`config.mk`:
```
export PLATFORM = sky130hd
export DESIGN_NAME = multicycle_ripple_adder_flat
export DESIGN_NICKNAME = d
export VERILOG_FILES = /design/src/rtl/ripple_adder_pkg.sv /design/src/rtl/multicycle_ripple_adder_if.sv /design/src/rtl/multicycle_ripple_adder_chunk_adder.sv /design/src/rtl/multicycle_ripple_adder.sv /design/src/flat_wrapper.sv
export SDC_FILE = /design/constraint.sdc
export NUM_CORES = 1
export LEC_CHECK = 0
export ABC_CLOCK_PERIOD_IN_PS = 2800
export CELL_PAD_IN_SITES_DETAIL_PLACEMENT = 2
export CELL_PAD_IN_SITES_GLOBAL_PLACEMENT = 2
export CORE_ASPECT_RATIO = 1.25
export CORE_MARGIN = 5
export CORE_UTILIZATION = 33
export CTS_BUF_LIST = sky130_fd_sc_hd__clkbuf_16
export CTS_CLUSTER_SIZE = 28
export DETAILED_ROUTE_END_ITERATION = 12
export PLACE_DENSITY = 0.86
export SETUP_SLACK_MARGIN = 0.05
export SYNTH_ARGS = -nofsm -noshare
export SYNTH_HDL_FRONTEND = slang
export SYNTH_SLANG_ARGS = --single-unit
```
`constraint.sdc`:
```
create_clock -name clk -period 2.8 [get_ports clk]
set_clock_uncertainty 0.05 [all_clocks]
set_input_delay 0.56 -clock clk [delete_from_list [all_inputs] [get_ports clk]]
set_output_delay 0.56 -clock clk [all_outputs]
set_load 0.05 [all_outputs]
```
`src/rtl/ripple_adder_pkg.sv`:
```
// Shared types and constants for the multi-cycle ripple adder.
package ripple_adder_pkg;

    typedef enum logic [1:0] {
        IDLE = 2'd0,
        RUN  = 2'd1,
        DONE = 2'd2
    } state_t;

    localparam int unsigned DEFAULT_WIDTH = 16;
    localparam int unsigned DEFAULT_CHUNK = 4;

    // Bits needed to count v distinct values (0 for v <= 1).
    function automatic int unsigned clog2(input int unsigned v);
        int unsigned r;
        r = 0;
        while ((33'd1 << r) < 33'(v)) r++;
        return r;
    endfunction

endpackage

```
`src/rtl/multicycle_ripple_adder_if.sv`:
```
// Operand/result handshake bundle; the sub port exists only with RIPPLE_ADDER_SUB_EN.
interface multicycle_ripple_adder_if
    import ripple_adder_pkg::*;
#(
    parameter int unsigned WIDTH = DEFAULT_WIDTH
) ();

    logic             in_valid;
    logic             in_ready;
    logic [WIDTH-1:0] a;
    logic [WIDTH-1:0] b;
    logic             carry_in;
`ifdef RIPPLE_ADDER_SUB_EN
    logic             sub;
`endif
    logic             out_valid;
    logic             out_ready;
    logic [WIDTH-1:0] sum;
    logic             carry_out;
    logic             busy;

`ifdef RIPPLE_ADDER_SUB_EN
    modport master (output in_valid, a, b, carry_in, sub, out_ready,
                    input  in_ready, out_valid, sum, carry_out, busy);
    modport slave  (input  in_valid, a, b, carry_in, sub, out_ready,
                    output in_ready, out_valid, sum, carry_out, busy);
`else
    modport master (output in_valid, a, b, carry_in, out_ready,
                    input  in_ready, out_valid, sum, carry_out, busy);
    modport slave  (input  in_valid, a, b, carry_in, out_ready,
                    output in_ready, out_valid, sum, carry_out, busy);
`endif

endinterface

```
`src/rtl/multicycle_ripple_adder_chunk_adder.sv`:
```
// Combinational CHUNK-bit ripple-carry adder slice.
module chunk_adder
    import ripple_adder_pkg::*;
#(
    parameter int unsigned CHUNK = DEFAULT_CHUNK
) (
    input  logic [CHUNK-1:0] a,
    input  logic [CHUNK-1:0] b,
    input  logic             carry_in,
    output logic [CHUNK-1:0] sum,
    output logic             carry_out
);

    logic [CHUNK:0] c;

    always_comb begin
        c    = '0;
        sum  = '0;
        c[0] = carry_in;
        for (int i = 0; i < int'(CHUNK); i++) begin
            sum[i]  = a[i] ^ b[i] ^ c[i];
            c[i+1]  = (a[i] & b[i]) | (c[i] & (a[i] ^ b[i]));
        end
        carry_out = c[CHUNK];
    end

endmodule

```
`src/rtl/multicycle_ripple_adder.sv`:
```
// WIDTH-bit adder resolving CHUNK bits per clock with a registered inter-chunk carry.
// Optional subtract mode under RIPPLE_ADDER_SUB_EN.
module multicycle_ripple_adder
    import ripple_adder_pkg::*;
#(
    parameter int unsigned WIDTH = DEFAULT_WIDTH,
    parameter int unsigned CHUNK = DEFAULT_CHUNK
) (
    input  logic                      clk,
    input  logic                      rst,
    multicycle_ripple_adder_if.slave  bus
);

    localparam int unsigned NCHUNK = (CHUNK == 0) ? 1 : WIDTH / CHUNK;
    localparam int unsigned CW     = (NCHUNK > 1) ? clog2(NCHUNK) : 1;

    generate
        if (CHUNK == 0) begin : g_bad_chunk
            $error("multicycle_ripple_adder: CHUNK must be nonzero");
        end else if ((WIDTH % CHUNK) != 0) begin : g_bad_width
            $error("multicycle_ripple_adder: WIDTH must be a multiple of CHUNK");
        end
    endgenerate

    state_t           state, state_nxt;
    logic [WIDTH-1:0] a_sh, b_sh, a_nxt, b_nxt, res_nxt;
    logic [WIDTH-1:0] b_ld, sum_r;
    logic             c_ld, carry_r, carry_out_r, out_valid_r;
    logic [CW-1:0]    count;
    logic [CHUNK-1:0] cs_sum;
    logic             cs_cout;
    logic             accept, last;

    assign accept = bus.in_valid && (state == IDLE);
    assign last   = (state == RUN) && (count == CW'(NCHUNK - 1));

`ifdef RIPPLE_ADDER_SUB_EN
    // Subtract as a + ~b + 1; carry_in has no effect in that mode.
    assign b_ld = bus.sub ? ~bus.b : bus.b;
    assign c_ld = bus.sub | bus.carry_in;
`else
    assign b_ld = bus.b;
    assign c_ld = bus.carry_in;
`endif

    chunk_adder #(.CHUNK(CHUNK)) u_chunk (
        .a         (a_sh[CHUNK-1:0]),
        .b         (b_sh[CHUNK-1:0]),
        .carry_in  (carry_r),
        .sum       (cs_sum),
        .carry_out (cs_cout)
    );

    // Operand shift and result assembly; a single chunk needs no shift register.
    generate
        if (NCHUNK == 1) begin : g_single
            assign res_nxt = cs_sum;
            assign a_nxt   = '0;
            assign b_nxt   = '0;
        end else begin : g_multi
            logic [WIDTH-1:0] res_sh;

            assign res_nxt = {cs_sum, res_sh[WIDTH-1:CHUNK]};
            assign a_nxt   = {{CHUNK{1'b0}}, a_sh[WIDTH-1:CHUNK]};
            assign b_nxt   = {{CHUNK{1'b0}}, b_sh[WIDTH-1:CHUNK]};

            always_ff @(posedge clk or posedge rst) begin
                if (rst)                res_sh <= '0;
                else if (state == RUN)  res_sh <= res_nxt;
            end
        end
    endgenerate

    always_ff @(posedge clk or posedge rst) begin
        if (rst) state <= IDLE;
        else     state <= state_nxt;
    end

    always_comb begin
        state_nxt = state;
        unique case (state)
            IDLE:    if (accept)        state_nxt = RUN;
            RUN:     if (last)          state_nxt = DONE;
            DONE:    if (bus.out_ready) state_nxt = IDLE;
            default:                    state_nxt = IDLE;
        endcase
    end

    always_ff @(posedge clk or posedge rst) begin
        if (rst) begin
            a_sh        <= '0;
            b_sh        <= '0;
            carry_r     <= 1'b0;
            count       <= '0;
            sum_r       <= '0;
            carry_out_r <= 1'b0;
            out_valid_r <= 1'b0;
        end else if (accept) begin
            a_sh    <= bus.a;
            b_sh    <= b_ld;
            carry_r <= c_ld;
            count   <= '0;
        end else if (state == RUN) begin
            a_sh    <= a_nxt;
            b_sh    <= b_nxt;
            carry_r <= cs_cout;
            count   <= count + CW'(1);
            if (last) begin
                sum_r       <= res_nxt;
                carry_out_r <= cs_cout;
                out_valid_r <= 1'b1;
            end
        end else if ((state == DONE) && bus.out_ready) begin
            out_valid_r <= 1'b0;
        end
    end

    assign bus.in_ready  = (state == IDLE);
    assign bus.busy      = (state != IDLE);
    assign bus.out_valid = out_valid_r;
    assign bus.sum       = sum_r;
    assign bus.carry_out = carry_out_r;

endmodule
```
`src/flat_wrapper.sv`:
```
// flat-port wrapper written by rule: the top's interface ports become plain ports
module multicycle_ripple_adder_flat import ripple_adder_pkg::*;
#(
    parameter int unsigned WIDTH = DEFAULT_WIDTH,
    parameter int unsigned CHUNK = DEFAULT_CHUNK
)
  (clk, rst, bus_in_valid, bus_a, bus_b, bus_carry_in, bus_out_ready, bus_in_ready, bus_out_valid, bus_sum, bus_carry_out, bus_busy);
  multicycle_ripple_adder_if #(.WIDTH(WIDTH)) bus_i ();
  input  logic clk;
  input  logic rst;
  input wire logic [$bits(bus_i.in_valid)-1:0] bus_in_valid;
  input wire logic [$bits(bus_i.a)-1:0] bus_a;
  input wire logic [$bits(bus_i.b)-1:0] bus_b;
  input wire logic [$bits(bus_i.carry_in)-1:0] bus_carry_in;
  input wire logic [$bits(bus_i.out_ready)-1:0] bus_out_ready;
  output wire logic [$bits(bus_i.in_ready)-1:0] bus_in_ready;
  output wire logic [$bits(bus_i.out_valid)-1:0] bus_out_valid;
  output wire logic [$bits(bus_i.sum)-1:0] bus_sum;
  output wire logic [$bits(bus_i.carry_out)-1:0] bus_carry_out;
  output wire logic [$bits(bus_i.busy)-1:0] bus_busy;
  assign bus_i.in_valid = bus_in_valid;
  assign bus_i.a = bus_a;
  assign bus_i.b = bus_b;
  assign bus_i.carry_in = bus_carry_in;
  assign bus_i.out_ready = bus_out_ready;
  assign bus_in_ready = bus_i.in_ready;
  assign bus_out_valid = bus_i.out_valid;
  assign bus_sum = bus_i.sum;
  assign bus_carry_out = bus_i.carry_out;
  assign bus_busy = bus_i.busy;
  multicycle_ripple_adder #(.WIDTH(WIDTH), .CHUNK(CHUNK)) u_core (.clk(clk), .rst(rst), .bus(bus_i));
endmodule
```
==> impl_results.md, run 1 <==
* Fin util at roughly 45%
* Cts repair resizes at 0
* Most frequent CP cell: fa_1
* Mapped Area at 2994 µm²
* Clock sink count at 67
* Critical path depth at 8
* DPL Wire Length at 6.350 mm
* Clock Root Buffer: clkbuf_16
* WHS Endpoint: u_core.g_multi.res_sh[5]
* Hold Path Stages at 2
* Via count at approximately 2500
* I/O pin count at 57
* Top cell type's share of synthesized area at 56.00%
* Setup TNS at 0 ns
* Violation count after the first detailed-route iteration at 96
* Async S/R FF share, synth at 100.0%
* Sequential area share after synthesis at 56.00%
* Core box area at 8796 µm²
* Slew Viols, Final at 0
* Detail Route Antenna Nets at 0
* Die Height at 116.5 µm
* Row cnt at 38
* Worst vdd ir at roughly 600 µV
* Fin nets at 382
* Routed vias/inst at 5.271
* Worst-path clk slew at 0.06 ns
* Area of the die at 11090 µm²
* Gr busiest metal: met2
* Routability Congestion at 0.7358
* FMAX at approximately 0.42 GHz
* Reg2Reg Depth at 8
* Power consumption at about 0.0054 W
* Total track usage at 18.25%
* Crit share post-route at 85.18%
* Post-synth EDFFs at 0
* Most frequent cell after synthesis: dfrtp_1
* Status: completed
* Synth top cells by count: 67 x dfrtp_1, 44 x nand2_1, 36 x nor3_1
* Tmin final at 2.385 ns
* DRT Pass-1 Iters at 4
* Maximum clock path buffer count at 2
* Worst Path Arrival at 2.57 ns
* Leak at ~1.7 nW
* Pwr Density at 1385 nW/µm²
* Min-Delay Path Class: reg -> reg
* Placed cell areas at 3635 µm²
* Max-Cap Viols at 0
* Final wirelength at 9.304 mm
* Main synth FF type: dfrtp_1
* RSZ-0062 raised after global routing: false
* Critical R2R Capture: u_core.bus.sum[15]
* Initial Utilization at about 34%
* Worst setup EP type: register
* Cts bufs inserted at 9
* Synth-to-Final Area Change at 31.22%
* GR Layer Usage met2 at approximately a third
* Post-CTS Setup Inserts at 0
* Synth unique cells at 27
* Cell breakdown of the critical path: fa_1, inv_1, fa_1, inv_1, fa_1, inv_1, fa_1, o21ai_0
* First-pass GRT wire length at between 15 and 20 mm
* Routing usage on met3 at 4.059%
* IO buf count at 56
* CP top delay family: adder cells
* Tightest Pin Transition at 0.6090 ns
* H-tree levels at 3
* Synth Warn # at 0
* CP Buf/Inv Count at 3
* Initial antenna violation count at 0
* Post-synthesis cell count at between 200 and 300
* Vias in the first global route at 2902
* Slowest-stage cell, CP: fa_1
* Grt total ovfl at 0
* Critical hold path startpoint: u_core.g_multi.res_sh[5]
* CTS tree: done
* DRC at 0
* Hold Buf Count CTS at 0
* Worst r2r src: u_core.carry_r
* Final setup fails at 0
* Post-route cell area at 3929 µm²
* Max Fanout on Critical Path at 3
* CP required at 2.99 ns
* CP Launch Type: register
* Largest area contributor in the netlist: dfrtp_1
* R2r setup slk at 0.42 ns
* Top cells by area, synth: dfrtp_1 56%, nor3_1 6.0%, nand2_1 5.5%
* Clock Latency Late Sink at 0.33 ns
* Syn_area_per_cell at 10.47 µm²
* Layout cells sized above 1 at 12.46%
* Largest net degree at the start of global routing at 40
* Met1 usage at 20.90%
* Worst relative slew slack at roughly 59%
* Die W at 95.20 µm
* WL/cell at 20.01 µm
* Antenna Cells at 0
* Net Count, Synth at 328
* WS Path Type: reg -> reg
* Hold Violations, Final at 0
* Post-synthesis register bit count at 67
* Biggest cell delay along the critical path at 0.43 ns
-- where the power goes --
group          internal (W)  total [W]  switching [W]
logic              0.000921    0.00249        0.00157
clock network      0.000685    0.00111       0.000427
registers           0.00144    0.00184       0.000405
total               0.00304    0.00544        0.00240
-- cell type report --
type | instances | area [µm²]
inverter | 11 | 41.29
fill | 916 | 4867
multi-input combinational | 185 | 1124
clock buffer | 9 | 225.2
tap | 120 | 150.1
clock inverter | 7 | 68.82
sequential | 67 | 1677
timing repair buffer | 66 | 643.1
-- state kept, by name, summed over array words and instances, names as in the netlist --
signal,cells
u_core.count,2
u_core.bus.sum,16
u_core.a_sh,16
u_core.g_multi.res_sh,12
u_core.carry_r,1
u_core.bus.out_valid,1
u_core.b_sh,16
u_core.state,2
u_core.bus.carry_out,1
-- layout by cell type (no fill, tap or decap), drive strengths merged --
cell type,instances
dfrtp,67
clkdlybuf4s50,54
nand2,44
nor3,36
o22ai,24
o21ai,21
nor2,15
mux2,14
o32ai,13
buf,12
inv,11
clkbuf,9
fa,4
clkinv,4
a21oi,3
nand2b,2
clkinvlp,2
nand3b,1
or2,1
a32o,1
and2b,1
nor2b,1
o31ai,1
a22o,1
a221oi,1
ha,1
bufinv,1
-- cells by family (layout without fill, tap and decap cells) --
family	Yosys count	after routing	synth area share [%]
AND/OR/NAND/NOR	101	101	15.17
flip-flops	67	67	56.00
AO/OA/AOI/OAI	65	65	14.00
buffers and inverters	34	93	6.477
multiplexers	14	14	5.265
adder cells (fa/ha/maj)	5	5	3.092
-- how the worst max path moves through the flow --
stage,startpoint,endpoint,slack (ns)
2_1_floorplan,u_core.state[0],bus_busy,0.36
5_1_grt,u_core.carry_r,u_core.bus.sum[15],0.30
3_5_place_dp,u_core.carry_r,u_core.bus.sum[15],0.49
4_1_cts,u_core.carry_r,u_core.bus.sum[15],0.41
6_report,u_core.carry_r,u_core.bus.sum[15],0.42
3_3_place_gp,u_core.carry_r,u_core.bus.sum[15],0.60
-- tightest hold or removal path, stage by stage, from the launching register on --
cell     delay, ns
dfrtp_1       0.34
nand2_1       0.05
nand2_1       0.06
-- routing by layer --
metal | up-vias | part of all wire (%)
met4 | 0 | 1.5
met5 | - | 0
met3 | 13 | 3.8
li1 | 1120 | -
met1 | 1260 | 40
met2 | 58 | 55
-- through the flow --
step,instances,setup slack (ns),hold WS [ns]
floorplan,286,0.3560,0.3886
global placement,449,0.6005,0.4019
detailed placement,449,0.4879,0.4320
CTS,465,0.4081,0.4449
global route,465,0.2979,0.4799
finish,465,0.4150,0.4383
No activity file was read; power rests on OpenSTA's default activity.
==> inputs of run 2 (changes only) <==
Settings changed: ABC_CLOCK_PERIOD_IN_PS 2800 to 2600.
Clock period 2.8 ns to 2.6 ns, I/O delays scaled along.
==> run 2 against run 1 <==
  * Largest cell class unchanged
  * Largest power group unchanged
  * Sequential power grew 8%
  * Count of clock-buffer cells in the layout unchanged
  * Critical path depth unchanged
  * Clock power is 17% higher
  * Final cell count is 0.43% lower
==> impl_results.md, run 2 (same netlist as run 1, synthesis figures left out) <==
* First-pass GRT wire length at 14.96 mm (was 15.38 mm)
* CP Buf/Inv Count at 3 (unchanged)
* Row cnt at 38 (unchanged)
* DRT Pass-1 Iters at 4 (unchanged)
* Worst vdd ir at 526.4 µV (was 602.7 µV)
* Violation count after the first detailed-route iteration at 78 (was 96)
* Worst-path clk slew at 0.06 ns (about the same)
* Antenna Cells at 0 (unchanged)
* Hold Buf Count CTS at 0 (unchanged)
* I/O pin count at 57 (unchanged)
* FMAX at 0.4377 GHz (was 0.4193 GHz)
* Max-Cap Viols at 0 (unchanged)
* Final setup fails at 0 (unchanged)
* Synth-to-Final Area Change at 31.93% (was 31.22%)
* CP top delay family: adder cells (unchanged)
* Largest net degree at the start of global routing at 40 (unchanged)
* Grt total ovfl at 0 (unchanged)
* Fin cells at 463 (was 465)
* Clock Root Buffer: clkbuf_16 (unchanged)
* CP Launch Type: register (unchanged)
* Area of the die at 11090 µm² (unchanged)
* Setup TNS at 0 ns (unchanged)
* Cts repair resizes at 0 (unchanged)
* Clock Latency Late Sink at 0.33 ns (about the same)
* DRC at 0 (unchanged)
* Total track usage at 17.72% (was 18.25%)
* Routability Congestion at 0.7189 (was 0.7358)
* Placed cell areas at 3632 µm² (was 3635 µm²)
* CP required at 2.80 ns (was 2.99 ns)
* Crit share post-route at 87.87% (was 85.18%)
* Die Height at 116.5 µm (unchanged)
* Cell breakdown of the critical path: fa_1, inv_1, fa_1, inv_1, fa_1, inv_1, fa_1, o21ai_0 (unchanged)
* Placed cell count at 447 (was 449)
* Vias in the first global route at 2814 (was 2902)
* Final worst slack at 0.3153 ns (was 0.4150 ns)
* Most frequent CP cell: fa_1 (unchanged)
* IO buf count at 56 (unchanged)
* Fin nets at 380 (was 382)
* Post-route cell area at 3950 µm² (was 3929 µm²)
* Worst setup EP type: register (unchanged)
* Tmin final at 2.285 ns (was 2.385 ns)
* Power consumption at 0.005903 W (was 0.005443 W)
* Slowest-stage cell, CP: fa_1 (unchanged)
* Tightest Pin Transition at 0.6276 ns (was 0.6090 ns)
* WL/cell at 19.53 µm (was 20.01 µm)
* Final wirelength at 9.044 mm (was 9.304 mm)
* Layout cells sized above 1 at 11.66% (was 12.46%)
* Min-Delay Path Class: reg -> reg (unchanged)
* H-tree levels at 3 (unchanged)
* Max Fanout on Critical Path at 3 (unchanged)
* Post-CTS Setup Inserts at 0 (unchanged)
* Hold Violations, Final at 0 (unchanged)
* WS Path Type: reg -> reg (unchanged)
* Via count at 2450 (was 2451)
* Commonest non-fill, non-tap cell in the layout: dfrtp_1 (unchanged)
* Clock sink count at 67 (unchanged)
* CTS tree: done (unchanged)
* DPL Wire Length at 6.359 mm (was 6.350 mm)
* Die W at 95.20 µm (unchanged)
* Detail Route Antenna Nets at 0 (unchanged)
* Worst relative slew slack at 58.10% (was 59.40%)
* Most frequent cells in the layout: 67 x dfrtp_1, 54 x clkdlybuf4s50_1, 44 x nand2_1 (unchanged)
* Maximum clock path buffer count at 2 (unchanged)
* Cts bufs inserted at 9 (unchanged)
* Slew Viols, Final at 0 (unchanged)
* Worst Path Arrival at 2.48 ns (was 2.57 ns)
* Leak at 1.701 nW (was 1.698 nW)
* Routed vias/inst at 5.292 (was 5.271)
* Setup WS pre-CTS at 0.2926 ns (was 0.4879 ns)
* RSZ-0062 raised after global routing: false (unchanged)
* Initial Utilization at 34.04% (unchanged)
* Core box area at 8796 µm² (unchanged)
* Status: completed (unchanged)
* Initial antenna violation count at 0 (unchanged)
* Biggest cell delay along the critical path at 0.44 ns (was 0.43 ns)
* Pwr Density at 1494 nW/µm² (was 1385 nW/µm²)
-- run 2: power by group --
part | switching [W] | leakage (nW) | total, W | internal (W)
combinational | 0.00164 | 0.728 | 0.00262 | 0.000978
sequential | 0.000434 | 0.824 | 0.00198 | 0.00155
clock | 0.000466 | 0.149 | 0.00130 | 0.000836
total | 0.00254 | 1.70 | 0.00590 | 0.00336
-- run 2: worst paths after layout --
| path | depth (start not counted) | start | slack, ns | to |
|---|---|---|---|---|
| max reg2reg | 8 | u_core.carry_r | 0.32 | u_core.bus.sum[15] |
| max in group asynchronous | 3 | rst | 1.32 | u_core.a_sh[10] |
| min | 2 | u_core.g_multi.res_sh[6] | 0.44 | u_core.g_multi.res_sh[6] |
| min reg2reg | 2 | u_core.g_multi.res_sh[6] | 0.44 | u_core.g_multi.res_sh[6] |
| min in group asynchronous | 2 | rst | 0.54 | u_core.bus.sum[7] |
| max | 8 | u_core.carry_r | 0.32 | u_core.bus.sum[15] |
-- run 2: per-stage QoR --
step           hold WS [ns]  util (%)
5_1_grt              0.4591     44.91
4_1_cts              0.4469     44.91
3_3_place_gp         0.4017     41.29
2_1_floorplan        0.3886         -
6_report             0.4367     44.91
3_5_place_dp         0.4330     41.29
-- run 2: final cells by class --
cell class	instances	area, µm²
Fill cell	911	4846
Sequential cell	67	1677
Multi-Input combinational cell	185	1124
Timing Repair Buffer	64	640.6
Clock buffer	9	225.2
Tap cell	120	150.1
Clock inverter	7	92.59
Inverter	11	41.29
-- run 2: tightest hold or removal path: stages (launching register included) --
cell	delay, ns
dfrtp_1	0.34
nand2_1	0.05
nand2_1	0.06
-- run 2: metal layers --
metal / up-vias / routed length (µm) / track usage [%]
met5: - / 0 / 0
met4: 0 / 52 / 4.331
met3: 7 / 357 / 3.930
met2: 54 / 4997 / 32.46
met1: 1273 / 3636 / 20.84
li1: 1116 / - / -
==> RTL edit 1 (flow settings as in run 1) <==
Re-encode `state_t` (3 states) as one-hot, 3 bits wide.
--- a/src/rtl/ripple_adder_pkg.sv
+++ b/src/rtl/ripple_adder_pkg.sv
@@ -1,10 +1,10 @@
 // Shared types and constants for the multi-cycle ripple adder.
 package ripple_adder_pkg;
 
-    typedef enum logic [1:0] {
-        IDLE = 2'd0,
-        RUN  = 2'd1,
-        DONE = 2'd2
+    typedef enum logic [2:0] {
+        IDLE = 3'b001,
+        RUN  = 3'b010,
+        DONE = 3'b100
     } state_t;
 
     localparam int unsigned DEFAULT_WIDTH = 16;
Function: no difference found for any inputs over 10 cycles, from zero or initial values and one cycle with rst high; not proved beyond that.
==> RTL edit 1 against run 1 <==
Final area decreased by 1.2%; combinational power decreased by 39%; via count decreased by 18%; sequential cell count increased by 1; first-iteration DRC count decreased by 41%; routed wire length decreased by 23%; setup slack got worse by 0.14 ns; synthesized area decreased by 3.3%; core utilization increased by 0.17 points; maximum frequency decreased by 5.7%; total power decreased by 20%.
==> RTL edit 1: results (changes against run 1) <==
placed instance count=399 (-11%); NumNets Final=332 (-13%); clk slew on worst S/H paths=0.06 ns (about the same); setup repair bufs after CTS=0 (unchanged); worst skew pair latency=0.33 ns (about the same); CTS max path bufs=2 (unchanged); worst slew pin tran=1.124 ns (+0.5154 ns); Async S/R FF share, synth=100.0% (unchanged); worst-path maximum fanout=10 (+7); DR vias=2,021 (-18%); Non-Filler Instances=415 (-11%); Post-synth EDFFs=0 (unchanged); Syn Nets=278 (-15%); # H-tree levels=3 (unchanged); worst-case vdd ir drop=0.0003418 V (-43%); CTS root buf=clkbuf_16; Routed WL per cell=17.19 um (-14%); Net Sw Frac=35.46% (-8.6 points); Port Buffers=56 (unchanged); DRT iter0 DRCs=57 (-41%); largest net degree at the start of global routing=42 (+5.0%); Yosys warnings=0 (unchanged); sequential share of the synthesized area=58.82% (+2.8 points); DP Area=0.003572 sq mm (-1.7%); Final GP Congestion=0.7146 (-2.9%); initial antenna violation count=0 (unchanged); vias in the first global route=2,310 (-20%); global-route wire length before repair=11.92 mm (-22%); Post-synth top cells=dfrtp_1, nand2_1, a22o_1; main area contributors after synthesis=dfrtp_1, a22o_1, a21o_1, nand2_1, mux2_2; detailed-router iteration count before antenna repair=4 (unchanged); Hold Crit Class=flop to flop; Setup TNS=0 ns (unchanged); FILL cells=883 (-3.6%); Resize count post-CTS=1 (+1); Lkg Pwr=1.873 nW (+10%); layout cell share with drive strength beyond 1=12.54% (+0.079 points); Total GRT Usage=14.61% (-3.6 points); Min Hold Slack=0.4240 ns (-0.01432 ns); n_diodes=0 (unchanged); Avg Inst Size Synth=12.27 sq um (+17%); R2R Setup Slk=0.46 ns (+0.04 ns); post-DP HPWL=4.831 mm (-24%); Distinct cells, synth=27 (unchanged); Worst EP arrival=1.92 ns (-0.65 ns); result of the run=finished, final reports clean
-- RTL edit 1: changes by cell type in the layout (fill, tap and decap cells not counted), moves of 4 or more --
cell     delta
a21o_1     +20
a21oi_1     +4
nor3_1     -32
o21ai_0    -19
nor2_1      -8
o22ai_1    -24
a22o_1     +27
o32ai_1    -13
a221o_1     +5
nand2_1    -10
buf_4       -6
-- RTL edit 1: metal layers --
layer	vias up	GRT usage, %	share of wire (%)
met2	50	25.91	55
met1	1026	17.02	40
met5	-	0	0
met4	0	5.202	1.4
met3	10	3.682	3.5
li1	935	-	-
-- RTL edit 1: worst paths after layout --
| kind | cells past startpoint | endpoint | start |
|---|---|---|---|
| max | 2 | bus_busy | u_core.state[0] |
| min reg2reg | 2 | u_core.g_multi.res_sh[5] | u_core.g_multi.res_sh[5] |
| min | 2 | u_core.g_multi.res_sh[5] | u_core.g_multi.res_sh[5] |
| min in group asynchronous | 2 | u_core.count[1] | rst |
| max reg2reg | 8 | u_core.g_multi.res_sh[15] | u_core.carry_r |
| max in group asynchronous | 3 | u_core.carry_r | rst |
-- RTL edit 1: power by group through the flow --
stage	registers, mW	logic (mW)	clock network (mW)
2_1_floorplan	1.71	1.03	0
3_3_place_gp	1.63	1.47	0
3_5_place_dp	1.66	1.56	0
4_1_cts	1.65	1.57	1.21
5_1_grt	1.70	1.70	1.26
6_report	1.64	1.53	1.18
-- RTL edit 1: final cells by class --
type	instances	area, sq um	area share (%)
Clock buffer	9	225.2	5.805
Tap cell	120	150.1	3.870
Sequential cell	68	1703	43.89
Multi-Input combinational cell	140	1074	27.67
Clock inverter	7	83.83	2.161
Inverter	10	37.54	0.9674
Timing Repair Buffer	61	606.8	15.64
-- RTL edit 1: worst max-delay path, stage by stage, from the launching register on --
cell	delay, ns
dfstp_2	0.66
or3b_2	0.49
dlygate4sd2_1	0.44
-- RTL edit 1: through the flow --
stage                     setup slack [ns]  power [mW]
after floorplan                     0.4801       2.742
after global placement              0.3197       3.096
after detailed placement            0.3023       3.219
after CTS                           0.2448       4.428
after global routing                0.2027       4.660
final                               0.2707       4.353
-- RTL edit 1: logic make-up (layout without fill, tap and decap cells) --
kind of cell	Yosys count	count (layout)	synth area share, %
buffers and inverters	28	87	5.445
xor gates and xnor gates	1	1	0.3026
adders and majority gates	5	5	3.198
muxes	15	15	5.791
and+or+nand+nor	56	56	9.248
DFF	68	68	58.82
AOI/OAI and AO/OA	63	63	17.20
==> RTL edit 2 (config.mk and constraints of run 1) <==
Without the edit above. Change the package constant `DEFAULT_CHUNK` from 4 to 2.
--- a/src/rtl/ripple_adder_pkg.sv
+++ b/src/rtl/ripple_adder_pkg.sv
@@ -8,7 +8,7 @@
     } state_t;
 
     localparam int unsigned DEFAULT_WIDTH = 16;
-    localparam int unsigned DEFAULT_CHUNK = 4;
+    localparam int unsigned DEFAULT_CHUNK = 2;
 
     // Bits needed to count v distinct values (0 for v <= 1).
     function automatic int unsigned clog2(input int unsigned v);
Formal check against the unedited RTL: not equivalent (a bounded check fails within 10 cycles, from zero or initial values and one cycle with rst high).
==> RTL edit 2 against run 1 <==
Register-to-register slack gained 0.53 ns; sequential cell count up 3; synthesized cell count up 9.8%; clock power shrank 11%; total power fell by 10%; setup slack lost 0.16 ns; combinational power shrank 17%; final area increased by 2.4%; cell count up 6.2%; routed wire length shrank 5.3%; core utilization decreased by 0.80 points; hold slack worse by 0.027 ns; synthesized area grew 3.6%; critical path type is now flop to output port; highest routed layer unchanged.
==> RTL edit 2: results (changes against run 1) <==
Yosys warnings=0 (unchanged); Worst EP arrival=1.94 ns (-0.63 ns); Avg Vias per Cell=5.261 (-0.19%); DR vias=2,599 (+6.0%); R2R Setup Slk=0.95 ns (+0.53 ns); Final GP Congestion=0.7361 (about the same); sequential share of the synthesized area=56.47% (+0.48 points); Port Buffers=56 (unchanged); detailed-router iteration count before antenna repair=4 (unchanged); clk slew on worst S/H paths=approximately 0.05 ns; worst-case vdd ir drop=0.0004231 V (-30%); crit path to=bus_in_ready; Lkg Pwr=1.713 nW (+0.88%); Setup crit start=u_core.state[1]; layout cell share with drive strength beyond 1=9.973% (-2.5 points); RR Endpoint=u_core.a_sh[7]; Resize count post-CTS=0 (unchanged); n_diodes=0 (unchanged); vias in the first global route=3,019 (+4.0%); NumNets Final=407 (+6.5%); Post-synth top cells=nor3_1, dfrtp_1, nand2_1; Num CTS Buffers=9 (unchanged); crit path launch type=flop; Min Hold Slack=0.4111 ns (-0.02720 ns); placed instance count=478 (+6.5%); Crit-path slowest cell=clkdlybuf4s50_1; post-synthesis instance total=314 (+9.8%); Syn Nets=355 (+8.2%); result of the run=finished, final reports clean; CTS max path bufs=2 (unchanged); # H-tree levels=3 (unchanged); global-route wire length before repair=15.19 mm (-1.3%); DP Area=0.003772 sq mm (+3.8%); main area contributors after synthesis=dfrtp_1, nor3_1, nand2_1, o22ai_1, mux2_2; Total GRT Usage=16.34% (-1.9 points); top cell family by delay on the critical path=buffers and inverters; Routed WL=8.814 mm (-5.3%); dominant synthesized flop cell=dfrtp_1; Distinct cells, synth=23 (-15%); CP max stage delay=0.85 ns (+0.42 ns); worst-path maximum fanout=15 (+12); Async S/R FF share, synth=100.0% (unchanged); worst skew pair latency=0.33 ns (about the same); pre-CTS WS=0.5815 ns (+0.09361 ns); CTS root buf=clkbuf_16; largest net degree at the start of global routing=70 (+75%); Max Freq=0.3926 GHz (-6.4%); post-DP HPWL=6.190 mm (-2.5%); DRT iter0 DRCs=58 (-40%); initial antenna violation count=0 (unchanged); Worst Reg-to-Reg Cells=4 (-4); setup repair bufs after CTS=0 (unchanged); Hold Crit Class=input pin to asynchronous set/reset pin; Slew headroom=55.14% (-4.3 points)
[RTL edit 2: metal layers]
metal	up-vias	track usage, %	routed length [um]
met5	-	0	0
met4	0	6.321	151
met2	46	29.62	4756
met3	12	2.887	230
met1	1330	19.06	3676
li1	1211	-	-
[RTL edit 2: power by group]
group          total, mW  switching [mW]  internal (mW)
clock network      0.985           0.408          0.577
registers           1.85           0.359           1.49
logic               2.06            1.29          0.779
[RTL edit 2: kinds of logic (layout without fill, tap and decap cells)]
family	after synthesis	count (layout)	share of synthesized area [%]
mux	14	14	5.083
flops	70	70	56.47
fa+ha+maj	4	4	2.098
compound gates	52	52	9.924
simple gates	140	140	21.02
buf+inv	34	91	5.405
[RTL edit 2: final cells by class]
cell class | instances | area (sq um)
Clock buffer | 9 | 225.2
Fill cell | 998 | 5150
Clock inverter | 7 | 26.28
Tap cell | 123 | 153.9
Timing Repair Buffer | 67 | 653.1
Multi-Input combinational cell | 210 | 1182
Inverter | 8 | 30.03
Sequential cell | 70 | 1753
